===== src/rtl/de_port_arbiter.sv =====
// Two-master arbiter for the shared drawing-engine memory port; a grant is held for the whole burst.
// Define DE_ARB_ROUND_ROBIN_EN to alternate on simultaneous requests (default: m0 always wins).
module de_port_arbiter (
  input  logic        clk,
  input  logic        rst_n,
  input  logic        m0_req,
  input  logic        m1_req,
  output logic        m0_ack,
  output logic        m1_ack,
  input  logic [17:0] m0_addr,
  input  logic [17:0] m1_addr,
  input  logic [3:0]  m0_nbyte,
  input  logic [3:0]  m1_nbyte,
  input  logic        m0_rnw,
  input  logic        m1_rnw,
  input  logic [31:0] m0_w_data,
  input  logic [31:0] m1_w_data,
  output logic [31:0] m0_r_data,
  output logic [31:0] m1_r_data,
  output logic        de_req,
  input  logic        de_ack,
  output logic [17:0] de_addr,
  output logic [3:0]  de_nbyte,
  output logic        de_rnw,
  output logic [31:0] de_w_data,
  input  logic [31:0] de_r_data,
  output logic [1:0]  grant,
  output logic        busy
);

  typedef enum logic [1:0] {
    IDLE   = 2'd0,
    GRANT0 = 2'd1,
    GRANT1 = 2'd2
  } state_t;

  state_t      state;
  state_t      state_nxt;
  logic        last_served;
  logic        last_served_nxt;
  logic [1:0]  grant_nxt;

  // Next-state: arbitrate only from IDLE, hold the owner until it drops req
  always_comb begin
    state_nxt       = state;
    last_served_nxt = last_served;
    grant_nxt       = 2'b00;
    case (state)
      IDLE: begin
        if (m0_req && m1_req) begin
`ifdef DE_ARB_ROUND_ROBIN_EN
          state_nxt = last_served ? GRANT0 : GRANT1;
`else
          state_nxt = GRANT0;
`endif
        end else if (m0_req) begin
          state_nxt = GRANT0;
        end else if (m1_req) begin
          state_nxt = GRANT1;
        end
        if (state_nxt == GRANT0) last_served_nxt = 1'b0;
        if (state_nxt == GRANT1) last_served_nxt = 1'b1;
      end
      GRANT0:  if (!m0_req) state_nxt = IDLE;
      GRANT1:  if (!m1_req) state_nxt = IDLE;
      default: state_nxt = IDLE;
    endcase
    case (state_nxt)
      GRANT0:  grant_nxt = 2'b01;
      GRANT1:  grant_nxt = 2'b10;
      default: grant_nxt = 2'b00;
    endcase
  end

  always_ff @(posedge clk or negedge rst_n) begin
    if (!rst_n) begin
      state       <= IDLE;
      last_served <= 1'b1;
      grant       <= 2'b00;
      busy        <= 1'b0;
    end else begin
      state       <= state_nxt;
      last_served <= last_served_nxt;
      grant       <= grant_nxt;
      busy        <= |grant_nxt;
    end
  end

  // Port steering keys off the registered grant so reset drops it immediately
  always_comb begin
    de_req    = 1'b0;
    de_addr   = 18'd0;
    de_nbyte  = 4'b1111;
    de_rnw    = 1'b1;
    de_w_data = 32'd0;
    m0_ack    = 1'b0;
    m1_ack    = 1'b0;
    m0_r_data = 32'd0;
    m1_r_data = 32'd0;
    if (grant[0]) begin
      de_req    = m0_req;
      de_addr   = m0_addr;
      de_nbyte  = m0_nbyte;
      de_rnw    = m0_rnw;
      de_w_data = m0_w_data;
      m0_ack    = de_ack;
      m0_r_data = de_r_data;
    end else if (grant[1]) begin
      de_req    = m1_req;
      de_addr   = m1_addr;
      de_nbyte  = m1_nbyte;
      de_rnw    = m1_rnw;
      de_w_data = m1_w_data;
      m1_ack    = de_ack;
      m1_r_data = de_r_data;
    end
  end

endmodule


===== config.mk =====
export PLATFORM = sky130hd
export DESIGN_NAME = de_port_arbiter
export DESIGN_NICKNAME = d
export VERILOG_FILES = /design/src/rtl/de_port_arbiter.sv
export SDC_FILE = /design/constraint.sdc
export NUM_CORES = 1
export LEC_CHECK = 0
export ABC_AREA = 1
export CELL_PAD_IN_SITES_DETAIL_PLACEMENT = 1
export CELL_PAD_IN_SITES_GLOBAL_PLACEMENT = 2
export CORE_MARGIN = 2
export CORE_UTILIZATION = 10
export CTS_BUF_LIST = sky130_fd_sc_hd__clkbuf_2 sky130_fd_sc_hd__clkbuf_4 sky130_fd_sc_hd__clkbuf_8
export DETAILED_ROUTE_END_ITERATION = 12
export PLACE_DENSITY = 0.89
export REMOVE_ABC_BUFFERS = 1
export SETUP_SLACK_MARGIN = 0.3
export SYNTH_ARGS = -nofsm -noshare
export SYNTH_HDL_FRONTEND = slang
export SYNTH_SLANG_ARGS = --single-unit

===== constraint.sdc =====
create_clock -name clk -period 1.2 [get_ports clk]
set_clock_uncertainty 0.05 [all_clocks]
set_input_delay 0.12 -clock clk [delete_from_list [all_inputs] [get_ports clk]]
set_output_delay 0.12 -clock clk [all_outputs]
set_load 0.02 [all_outputs]

==> qor.yml <==
run_status:
  outcome: "finished, violations left"
  violations: "negative setup slack"
timing:
  finalCritPeriodShare: 1.28
  period_minus_slack_ns: 1.53
  rsz0062_at_grt: "yes"
  tightest_slew_ns: 0.260
  finalHoldViolCount: 0
  fin_setup_tns_ns: -35.52
  final-setup-viol-count: 124
  max_freq_mhz: 652
  fin_ws_ns: -0.333
  slew_violations: 0
  relSlewSlack: 0.826
final_layout:
  finalNetCount: 809
  regArea_um2: 133
  multi_input_area_mm2: 0.00180
  area_delta_synth_final_pct: 211
  final.fill_count: 2265
  drive_gt1_frac: 0.545
  antennaDiodeCount: 0
  stdcell_area_mm2: 0.00598
  finalNonFillerCells: 893
logic_synthesis:
  synthXorXnorAreaFrac: 0
  synth_top_area_frac: 0.371
  yosys.area.top_type: "nand2_1"
  synth_top_family_by_area: "simple AND/OR/NAND/NOR gates"
  synthTopCellsByArea: "nand2_1 (37%), nand3_2 (21%), inv_1 (8.2%)"
  syn-cell-area_mm2: 0.00192
  syn_inst: 356
  yosys.area_share.simple: 0.678
  yosys_warnings: 0
  muxShareOfSynthArea: 0
  seq_area_frac_synth: 0.0651
  yosys.area_share.adder: 0.0130
  synth_compound_area_frac: 0
  avgSynthCellArea_um2: 5.39
  synth-seq-cells: 5
  ys_types: 12
clocking:
  clockRootBuffer: "clkbuf_8"
  clk_latency_ns: 0.22
  cts_inserted_buffers: 3
  h-tree-depth: 1
  clk_pin_slew_ns: 0.04
  cts_sinks: 5
  cts_tree: "built"
  cts.path.max_buffers: 2
  ctsHoldBuffers: 0
drt:
  first_iter_violations: 55
  routedWlPerCell_um: 14.6
  wirelength_um: 13100
  vias_per_cell: 3.78
  drc: 0
  drtPass1Iterations: 4
  ant_nets: 0
  vias: 3372
job:
  drv_cap: 0
placement:
  gp_congestion: 0.793
  place_inst: 868
  numPortBuffers: 271
  dpl_cell_area_mm2: 0.00504
  dp_hpwl_um: 9710
global_routing:
  grt_max_degree: 21
  grt_pass1_vias: 3559
  grt_pass1_wl_um: 18600
  gr-usage-all-layers: 0.115
  grt_busiest_layer: "met2"
  grt_use_met1: 0.130
  met3_usage: 0.0279
  antenna_found_initial: 0
  met2_usage: 0.225
  overflow: 0
die:
  start_util: 0.102
  die_area_mm2: 0.0203
  die_width_um: 143
  die_h_um: 143
  core.rowCount: 50
  io_pins: 272
  core_mm2: 0.0188
pwr:
  p_total_w: 0.00308
  peakVddDrop_v: 0.000284
  power_density_mw_per_mm2: 515
  power.leakage_nw: 2.84
critical_path:
  crit_type: "reg -> out"
  worstSetupStartpointType: "flop"
  critPathRequiredTime_ns: 1.03
  cp_data_arrival_time_ns: 1.36
  end_kind: "output port"
  worstPathMaxFanout: 13
min_path:
  hp-class: "in -> async"
routing by layer:
layer / part of all wire / wire, um / vias up
met4: 0.0050 / 65 / 0
met5: 0 / 0 / -
met3: 0.077 / 1010 / 4
li1: - / - / 1666
met2: 0.55 / 7150 / 148
met1: 0.37 / 4860 / 1554
state kept, by name (all words and copies together), names as in the netlist:
signal  flops
grant       2
state       2
busy        1
synthesized netlist by cell type:
master / number
buf_12: 5
buf_2: 11
buf_4: 2
buf_6: 12
dfrtp_1: 5
ha_1: 2
inv_1: 42
inv_4: 1
nand2_1: 190
nand3_1: 12
nand3_2: 40
nor2_1: 34
area by class of cell:
class / instances / share of cell area
repair buffers: 329 / 0.590
multi-input cells: 278 / 0.302
flip-flops and latches: 5 / 0.0222
clock buffers: 4 / 0.00816
well taps: 234 / 0.0490
inverters: 43 / 0.0291
cells in the final DEF, fill, tap and decap left out:
| cell | n |
|---|---|
| buf_12 | 14 |
| buf_16 | 6 |
| buf_2 | 26 |
| buf_4 | 30 |
| buf_6 | 99 |
| buf_8 | 5 |
| clkbuf_16 | 3 |
| clkbuf_4 | 1 |
| clkbuf_8 | 3 |
| clkdlybuf4s50_1 | 144 |
| clkinv_8 | 1 |
| dfrtp_1 | 3 |
| dfrtp_4 | 2 |
| dlygate4sd2_1 | 2 |
| ha_4 | 2 |
| inv_1 | 29 |
| inv_2 | 13 |
| nand2_1 | 118 |
| nand2_2 | 69 |
| nand2_4 | 3 |
| nand3_1 | 1 |
| nand3_2 | 43 |
| nand3_4 | 8 |
| nor2_1 | 3 |
| nor2_2 | 18 |
| nor2_4 | 13 |
power by group:
part | switching, W | internal (W)
combinational | 0.00119 | 0.00136
clock | 0.0000827 | 0.000251
sequential | 0.0000165 | 0.000186
total | 0.00129 | 0.00179
timing repair:
action | in CTS | in global routing
gates resized for setup | 777 | 101
cloned | 7 | 3
pin swaps | 11 | 20
setup buffers | 8 | 3
hold endpoints to repair | 0 | 0
endpoints found under the setup margin | 130 | 129
stage by stage:
step / hold WS, ns / util / worst slack (ns)
global placement: 0.309 / 0.269 / -0.554
global route: 0.0979 / 0.318 / -0.380
floorplan: -0.226 / - / -2.41
finish: 0.0879 / 0.318 / -0.333
CTS: 0.0929 / 0.294 / -0.343
detailed placement: 0.326 / 0.269 / -0.568
worst max-delay path: stages (launching register included):
cell     delay, ns
dfrtp_4       0.52
buf_12        0.18
buf_12        0.16
nand2_1       0.06
nand2_1       0.05
buf_2         0.16
cells by family (layout without fill, tap and decap cells):
kind of cell,after synthesis,in the layout
simple gates,276,276
buf+inv,73,376
flops,5,5
fa+ha+maj,2,2
worst paths after layout:
check | from | end | slack (ns) | depth (start not counted)
min reg2reg | state[0]$_DFF_PN0_ | state[1]$_DFF_PN0_ | 0.50 | 3
min in group clk | m1_req | state[1]$_DFF_PN0_ | 0.46 | 4
max in group asynchronous | rst_n | grant[1]$_DFF_PN0_ | 0.78 | 1
max | grant[0]$_DFF_PN0_ | de_w_data[6] | -0.33 | 5
min | rst_n | grant[0]$_DFF_PN0_ | 0.09 | 1
max reg2reg | state[1]$_DFF_PN0_ | busy$_DFF_PN0_ | 0.12 | 6
(Power assumes the default switching activity.)
